`config.mk`:
```
export PLATFORM = sky130hd
export DESIGN_NAME = vending_machine_multi_flat
export DESIGN_NICKNAME = d
export VERILOG_FILES = /design/src/rtl/vending_machine_multi_if.sv /design/src/rtl/vending_machine_multi.sv /design/src/flat_wrapper.sv
export SDC_FILE = /design/constraint.sdc
export NUM_CORES = 1
export LEC_CHECK = 0
export BUFFER_PORTS_ARGS = -buffer_cell sky130_fd_sc_hd__buf_2
export CAP_MARGIN = 10
export CELL_PAD_IN_SITES_DETAIL_PLACEMENT = 0
export CELL_PAD_IN_SITES_GLOBAL_PLACEMENT = 1
export CORE_ASPECT_RATIO = 0.8
export CORE_UTILIZATION = 51
export CTS_CLUSTER_DIAMETER = 100
export DETAILED_ROUTE_END_ITERATION = 7
export GPL_TIMING_DRIVEN = 0
export PLACE_DENSITY_LB_ADDON = 0.1
export SLEW_MARGIN = 30
export SYNTH_ARGS = -nofsm -noshare
export SYNTH_HDL_FRONTEND = slang
export SYNTH_SLANG_ARGS = --single-unit
```
`constraint.sdc`:
```
create_clock -name clk -period 5.06 [get_ports clk]
set_input_delay 1.265 -clock clk [delete_from_list [all_inputs] [get_ports clk]]
set_output_delay 1.265 -clock clk [all_outputs]
set_load 0.05 [all_outputs]
```
`src/rtl/vending_machine_multi_if.sv`:
```
// Request/response bundle of the coin-change vending controller.
// The tester side drives coins and item selection; the controller side returns change, item and status.
interface vending_machine_multi_if #(
  parameter int unsigned IN_W  = 2,
  parameter int unsigned CNT_W = 3
);
  logic [IN_W-1:0]  coinInNTD_5;
  logic [IN_W-1:0]  coinInNTD_1;
  logic [1:0]       itemTypeIn;
  logic [CNT_W-1:0] coinOutNTD_5;
  logic [CNT_W-1:0] coinOutNTD_1;
  logic [1:0]       itemTypeOut;
  logic [1:0]       serviceTypeOut;
  logic             p1;
  logic             p2;
  logic             p3;

  modport master (
    output coinInNTD_5, coinInNTD_1, itemTypeIn,
    input  coinOutNTD_5, coinOutNTD_1, itemTypeOut, serviceTypeOut, p1, p2, p3
  );

  modport slave (
    input  coinInNTD_5, coinInNTD_1, itemTypeIn,
    output coinOutNTD_5, coinOutNTD_1, itemTypeOut, serviceTypeOut, p1, p2, p3
  );
endinterface

```
`src/rtl/vending_machine_multi.sv`:
```
// Three-item coin-change vending controller with greedy change (5s then 1s) and full refund fallback.
// Optional per-item stock tracking is enabled with the VEND_STOCK_EN macro.
module vending_machine_multi #(
  parameter int unsigned CNT_W  = 3,
  parameter int unsigned IN_W   = 2,
  parameter int unsigned VAL_W  = 6,
  parameter int unsigned INIT_5 = 2,
  parameter int unsigned INIT_1 = 2,
  parameter int unsigned COST_A = 6,
  parameter int unsigned COST_B = 8,
  parameter int unsigned COST_C = 12
`ifdef VEND_STOCK_EN
  ,
  parameter int unsigned STOCK_INIT = 3
`endif
) (
  input  logic                   clk,
  input  logic                   reset,
  vending_machine_multi_if.slave bus
);

  typedef enum logic [1:0] {
    SVC_OFF  = 2'b00,
    SVC_ON   = 2'b01,
    SVC_BUSY = 2'b10
  } svc_t;

  typedef enum logic [1:0] {
    PH_CHECK = 2'b00,
    PH_CHG5  = 2'b01,
    PH_CHG1  = 2'b10
  } phase_t;

  localparam logic [CNT_W-1:0] CNT_MAX = '1;

  svc_t             svc;
  phase_t           phase;
  logic [CNT_W-1:0] out5;
  logic [CNT_W-1:0] out1;
  logic [CNT_W-1:0] vault5;
  logic [CNT_W-1:0] vault1;
  logic [1:0]       item;
  logic [VAL_W-1:0] in_val;
  logic [VAL_W-1:0] svc_val;
  logic             refund;
  logic             initialized;

  logic [VAL_W-1:0] cost_c;
  logic [VAL_W-1:0] coin_val_c;
  logic [VAL_W-1:0] req_val_c;
  logic             short_c;
  logic             p1_c;
  logic             p2_c;
  logic             p3_c;

`ifdef VEND_STOCK_EN
  logic [3:0][CNT_W-1:0] stock;
  logic                  off_entry_c;
`endif

  function automatic logic [CNT_W-1:0] sat_add(input logic [CNT_W-1:0] a,
                                               input logic [CNT_W-1:0] b);
    logic [CNT_W:0] s;
    s = {1'b0, a} + {1'b0, b};
    return s[CNT_W] ? CNT_MAX : s[CNT_W-1:0];
  endfunction

  function automatic logic [VAL_W-1:0] cost_of(input logic [1:0] it);
    logic [VAL_W-1:0] c;
    case (it)
      2'd1:    c = VAL_W'(COST_A);
      2'd2:    c = VAL_W'(COST_B);
      2'd3:    c = VAL_W'(COST_C);
      default: c = '0;
    endcase
    return c;
  endfunction

  // Pricing, coin values and model-checking properties
  always_comb begin
    cost_c     = cost_of(item);
    coin_val_c = VAL_W'(out5) * VAL_W'(5) + VAL_W'(out1);
    req_val_c  = VAL_W'(bus.coinInNTD_5) * VAL_W'(5) + VAL_W'(bus.coinInNTD_1);
    short_c    = in_val < cost_c;
`ifdef VEND_STOCK_EN
    // An empty slot is treated exactly like insufficient money
    if (stock[item] == '0) short_c = 1'b1;
    off_entry_c = (svc == SVC_BUSY) && (phase == PH_CHG1) &&
                  ((svc_val == '0) || ((vault1 == '0) && refund));
`endif
    p1_c = initialized && (svc == SVC_OFF) && (item == 2'd0) && (coin_val_c != in_val);
    p2_c = initialized && (svc == SVC_ON) && ((out5 != '0) || (out1 != '0));
    p3_c = initialized && (svc == SVC_OFF) && (item != 2'd0) &&
           ((cost_c + coin_val_c) != in_val);
  end

  always_ff @(posedge clk) begin
    if (!reset) begin
      svc         <= SVC_ON;
      phase       <= PH_CHECK;
      out5        <= '0;
      out1        <= '0;
      item        <= 2'd0;
      vault5      <= CNT_W'(INIT_5);
      vault1      <= CNT_W'(INIT_1);
      in_val      <= '0;
      svc_val     <= '0;
      refund      <= 1'b0;
      initialized <= 1'b1;
    end else begin
      case (svc)
        SVC_ON: begin
          if (bus.itemTypeIn != 2'd0) begin
            in_val <= req_val_c;
            vault5 <= sat_add(vault5, CNT_W'(bus.coinInNTD_5));
            vault1 <= sat_add(vault1, CNT_W'(bus.coinInNTD_1));
            out5   <= '0;
            out1   <= '0;
            item   <= bus.itemTypeIn;
            svc    <= SVC_BUSY;
            phase  <= PH_CHECK;
          end
        end
        SVC_BUSY: begin
          case (phase)
            PH_CHECK: begin
              if (short_c) begin
                item    <= 2'd0;
                refund  <= 1'b1;
                svc_val <= in_val;
              end else begin
                svc_val <= in_val - cost_c;
              end
              phase <= PH_CHG5;
            end
            PH_CHG5: begin
              if ((svc_val >= VAL_W'(5)) && (vault5 != '0)) begin
                out5    <= sat_add(out5, CNT_W'(1));
                vault5  <= vault5 - CNT_W'(1);
                svc_val <= svc_val - VAL_W'(5);
              end else begin
                phase <= PH_CHG1;
              end
            end
            PH_CHG1: begin
              if (svc_val == '0) begin
                svc <= SVC_OFF;
              end else if (vault1 != '0) begin
                out1    <= sat_add(out1, CNT_W'(1));
                vault1  <= vault1 - CNT_W'(1);
                svc_val <= svc_val - VAL_W'(1);
              end else if (!refund) begin
                // Change impossible: put dispensed coins back and refund everything
                vault5  <= sat_add(vault5, out5);
                vault1  <= sat_add(vault1, out1);
                out5    <= '0;
                out1    <= '0;
                item    <= 2'd0;
                svc_val <= in_val;
                refund  <= 1'b1;
                phase   <= PH_CHG5;
              end else begin
                svc <= SVC_OFF;
              end
            end
            default: phase <= PH_CHECK;
          endcase
        end
        SVC_OFF: begin
          out5   <= '0;
          out1   <= '0;
          item   <= 2'd0;
          refund <= 1'b0;
          svc    <= SVC_ON;
        end
        default: svc <= SVC_ON;
      endcase
    end
  end

`ifdef VEND_STOCK_EN
  always_ff @(posedge clk) begin
    if (!reset) begin
      stock <= {4{CNT_W'(STOCK_INIT)}};
    end else if (off_entry_c && (item != 2'd0)) begin
      stock[item] <= stock[item] - CNT_W'(1);
    end
  end
`endif

  assign bus.coinOutNTD_5   = out5;
  assign bus.coinOutNTD_1   = out1;
  assign bus.itemTypeOut    = item;
  assign bus.serviceTypeOut = svc;
  assign bus.p1             = p1_c;
  assign bus.p2             = p2_c;
  assign bus.p3             = p3_c;

endmodule

```
`src/flat_wrapper.sv`:
```
// flat-port wrapper written by rule: the top's interface ports become plain ports
module vending_machine_multi_flat 
#(
  parameter int unsigned CNT_W  = 3,
  parameter int unsigned IN_W   = 2,
  parameter int unsigned VAL_W  = 6,
  parameter int unsigned INIT_5 = 2,
  parameter int unsigned INIT_1 = 2,
  parameter int unsigned COST_A = 6,
  parameter int unsigned COST_B = 8,
  parameter int unsigned COST_C = 12

)
  (clk, reset, bus_coinInNTD_5, bus_coinInNTD_1, bus_itemTypeIn, bus_coinOutNTD_5, bus_coinOutNTD_1, bus_itemTypeOut, bus_serviceTypeOut, bus_p1, bus_p2, bus_p3);
  vending_machine_multi_if #(.IN_W(IN_W), .CNT_W(CNT_W)) bus_i ();
  input  logic clk;
  input  logic reset;
  input wire logic [$bits(bus_i.coinInNTD_5)-1:0] bus_coinInNTD_5;
  input wire logic [$bits(bus_i.coinInNTD_1)-1:0] bus_coinInNTD_1;
  input wire logic [$bits(bus_i.itemTypeIn)-1:0] bus_itemTypeIn;
  output wire logic [$bits(bus_i.coinOutNTD_5)-1:0] bus_coinOutNTD_5;
  output wire logic [$bits(bus_i.coinOutNTD_1)-1:0] bus_coinOutNTD_1;
  output wire logic [$bits(bus_i.itemTypeOut)-1:0] bus_itemTypeOut;
  output wire logic [$bits(bus_i.serviceTypeOut)-1:0] bus_serviceTypeOut;
  output wire logic [$bits(bus_i.p1)-1:0] bus_p1;
  output wire logic [$bits(bus_i.p2)-1:0] bus_p2;
  output wire logic [$bits(bus_i.p3)-1:0] bus_p3;
  assign bus_i.coinInNTD_5 = bus_coinInNTD_5;
  assign bus_i.coinInNTD_1 = bus_coinInNTD_1;
  assign bus_i.itemTypeIn = bus_itemTypeIn;
  assign bus_coinOutNTD_5 = bus_i.coinOutNTD_5;
  assign bus_coinOutNTD_1 = bus_i.coinOutNTD_1;
  assign bus_itemTypeOut = bus_i.itemTypeOut;
  assign bus_serviceTypeOut = bus_i.serviceTypeOut;
  assign bus_p1 = bus_i.p1;
  assign bus_p2 = bus_i.p2;
  assign bus_p3 = bus_i.p3;
  vending_machine_multi #(.CNT_W(CNT_W), .IN_W(IN_W), .VAL_W(VAL_W), .INIT_5(INIT_5), .INIT_1(INIT_1), .COST_A(COST_A), .COST_B(COST_B), .COST_C(COST_C)) u_core (.clk(clk), .reset(reset), .bus(bus_i));
endmodule
```
==> impl_results.md <==
- Result of the run: finished clean
- Number of DRC markers after the initial detailed-route iteration: 184
- Max-slew violations: 0
- Number of standard-cell rows in the floorplan: 25
- Instance count of the mapped netlist: 376
- Initial cell density of the core: 0.534
- Worst setup slack before clock tree synthesis: 0.518 ns
- Internal power consumption: 0.859 mW
- Total Nets Final: 466
- Number of max-cap violations: 0
- Post-placement cell count: 476
- Proportion of synthesized chip area in sequential cells: 0.189
- Die span in x: 90.2 µm
- Summed area of non-filler cells in the final layout: 0.00348 mm²
- Final worst-path cycle share: 0.934
- Clock sink count: 30
- Reg2reg path depth: 8
- Final Setup Violations: 0
- Placed inst area: 0.00337 mm²
- Leading post-synthesis cells by cell area: dfxtp_1, ha_1, fa_1, inv_1, a21oi_1
- Vias after detailed routing: 2,898
- Cell Area, Synth: 0.00317 mm²
- Initial antenna violation count: 0
- Critical path's most frequent cell: ha_1
- Setup_tns: 0 ns
- Worst Clk Skew: 0.00609 ns
- Minimum clock period after layout: 4.72 ns
- Global-route usage over all layers: 0.271
- Leak: 1.51 nW
- Cell count of the worst hold path: 2
- Worst hold path startpoint: u_core.phase[0]$_SDFFE_PN0P_
- RSZ-0062 raised after global routing: false
- Clock root cell: clkbuf_8
- Number of buffers created by CTS: 5
- Synthesis-stage register bit count: 30
- Port Buf Inserts: 19
- Maximum operating frequency: 212 MHz
- Number of ports placed on the die boundary: 21
- Placer Congestion: 0.865
- Worst path cell trace: ha_1 -> ha_1 -> inv_1 -> fa_1 -> xnor2_1 -> ha_1 -> nor2b_1 -> o21ai_0 -> mux2i_1 -> xnor2_1 -> a31oi_1 -> buf_2
- Gr ovfl total: 0
- Via-per-instance ratio: 5.99
- Switching power share of the total: 0.493
- Maximum fanout along the worst path: 9
- Clock insertion delay at the later pin of the skew report: 0.29 ns
- Clock edge transition at the registers on the reported setup and hold paths: 0.07 ns
- Vias in the first global route: 2,710
- Wire length per cell after detailed routing: 17.3 µm
- Bufs on Longest Clock Path: 2
- Fill cell instance count of the final layout: 578
- Register-to-register setup slack: 2.55 ns
- Vertical die dimension: 72.6 µm
- Worst Setup SP: u_core.bus.coinOutNTD_5[2]$_SDFFE_PN0P_
- Sw Pwr: 0.835 mW
- Flop pwr share: 0.223
- Path category of the worst min-delay check: flop to flop
- Hold violation count in the final report: 0
- Antenna-violating nets left: 0
- Distinct cell type count after synthesis: 69
- EDFF count, synth: 0
- HPWL after detailed placement: 6.54 mm
- Wire length of the first global-routing pass: 13.8 mm
- Critical path class: flop to output port
- Hold-fix buffer count after cts: 0
- Layout cell share with drive strength beyond 1: 0.127
- Dominant synthesized flop cell: dfxtp_1
- Startpoint of the worst-slack reg-to-reg timing path: u_core.phase[0]$_SDFFE_PN0P_
- Maximum single-stage delay on the critical path: 0.47 ns
- Share of async-settable or async-resettable flops after synthesis: 0
- Largest net degree at the start of global routing: 11
- Final standard cell count with taps included and fillers excluded: 484
- Final cell utilization of the core: 0.586
- Worst Setup Start Kind: flop
- Total length of routed wires: 8.38 mm
- Yosys warns: 0
- Commonest non-fill, non-tap cell in the layout: ha_1
- Average footprint of a synthesized cell: 8.44 µm²
- Cell accounting for the most synthesized area: dfxtp_1
- TritonCTS clock tree: done
- Commonest non-fill, non-tap cells in the layout: ha_1, inv_1, dfxtp_1
- Synth Net Count: 440
- Power density over the cells: 487 mW/mm²
- Area added between synthesis and finish: 9.70%
- Die Footprint: 0.00655 mm²
- H-tree depth reported by CTS: 2
- Crit. End Element: output port
- Max VDD drop: 202 µV
- Tightest hold margin: 0.518 ns
- Final Power: 1.69 mW
- Cell with the largest stage delay on the worst path: dfxtp_2
- Combinational share of power: 0.632
- RR Endpoint: u_core.vault1[2]$_SDFFE_PN0P_
- Hold worst-path end: u_core.phase[0]$_SDFFE_PN0P_
- Relative slew slack: 0.554
- Number of remaining DRC errors: 0
- Critical path arrival: 3.46 ns
- Count of TritonRoute iterations in the first routing pass: 5
- Clock group share of total power: 0.145
- Antenna diode count: 0
- Area share of the largest cell type after synthesis: 0.189
- Core outline area: 0.00594 mm²
- Worst Path Required: 3.80 ns
- Crit path setup slack, layout: 0.335 ns
- Worst-margin pin slew: 0.661 ns
## Yosys cell counts (3+ instances only)
library cell / instances
a21oi_1: 24
a2111oi_0: 4
buf_2: 5
a211oi_1: 7
o21ai_0: 23
a21o_1: 6
inv_1: 36
mux2i_1: 7
o311ai_0: 4
nand2_1: 17
clkbuf_1: 7
xnor2_1: 10
xor2_1: 9
nor3_1: 7
nand2b_1: 5
nor2_1: 24
fa_1: 8
a31oi_1: 11
o21bai_1: 3
or2_2: 3
ha_1: 48
a21boi_0: 3
nor2b_1: 8
o211ai_1: 3
nand4_1: 3
dfxtp_1: 30
## cell families after synthesis
kind of cell,share of synthesized area
AOI/OAI and AO/OA,0.278
xor gates and xnor gates,0.0595
adders and majority gates,0.240
buffers and inverters,0.0674
DFF,0.189
muxes,0.0292
and+or+nand+nor,0.137
## registers in the layout, summed over array words and instances, names as in the netlist
signal,cells
u_core.svc_val,6
u_core.refund,1
u_core.vault1,3
u_core.bus.serviceTypeOut,2
u_core.bus.itemTypeOut,2
u_core.phase,2
u_core.bus.coinOutNTD_1,3
u_core.vault5,3
u_core.bus.coinOutNTD_5,3
u_core.in_val,5
## layer usage
metal / part of all wire / track usage / wire [µm] / up-vias
met4: 0.013 / 0.0789 / 110 / 0
met2: 0.43 / 0.434 / 3620 / 60
met1: 0.51 / 0.379 / 4250 / 1390
met3: 0.047 / 0.0430 / 398 / 11
met5: 0 / 0 / 0 / -
li1: - / - / - / 1437
## worst max-delay path by stage
stage	end	slack (ns)
final	bus_p3	0.34
after global routing	bus_p3	0.09
after CTS	bus_p3	0.17
after detailed placement	bus_p3	0.52
after global placement	bus_p3	0.55
after floorplan	bus_p3	0.12
## power by group through the flow
stage                     Combinational (mW)  Sequential, mW  Clock [mW]
final                                   1.07           0.377       0.246
after global routing                    1.19           0.385       0.262
after CTS                               1.06           0.374       0.252
after detailed placement                1.05           0.379           0
after global placement                  1.04           0.378           0
after floorplan                        0.782           0.400           0
## worst max-delay path, delay by kind of cell, from the launching register on
family / cells / cell delay (ns)
multiplexers: 1 / 0.11
XOR/XNOR: 2 / 0.45
AO/OA/AOI/OAI: 2 / 0.28
flip-flops: 1 / 0.47
AND/OR/NAND/NOR: 1 / 0.15
buffers and inverters: 2 / 0.35
adder cells (fa/ha/maj): 4 / 1.36
## what timing repair did
action,in CTS,in global routing
setup buffers,0,0
endpoints found under the setup margin,0,1
resized for setup,0,2
## layout make-up
type	instances	area, µm²	share of cell area
inverter	38	143	0.0410
buffer	15	71.3	0.0205
timing repair buffer	19	95.1	0.0273
tap	81	101	0.0291
clock inverter	3	40.0	0.0115
multi-input combinational	293	2360	0.678
clock buffer	5	68.8	0.0198
sequential	30	603	0.173
Note: power is estimated with default switching activity, not from simulation.
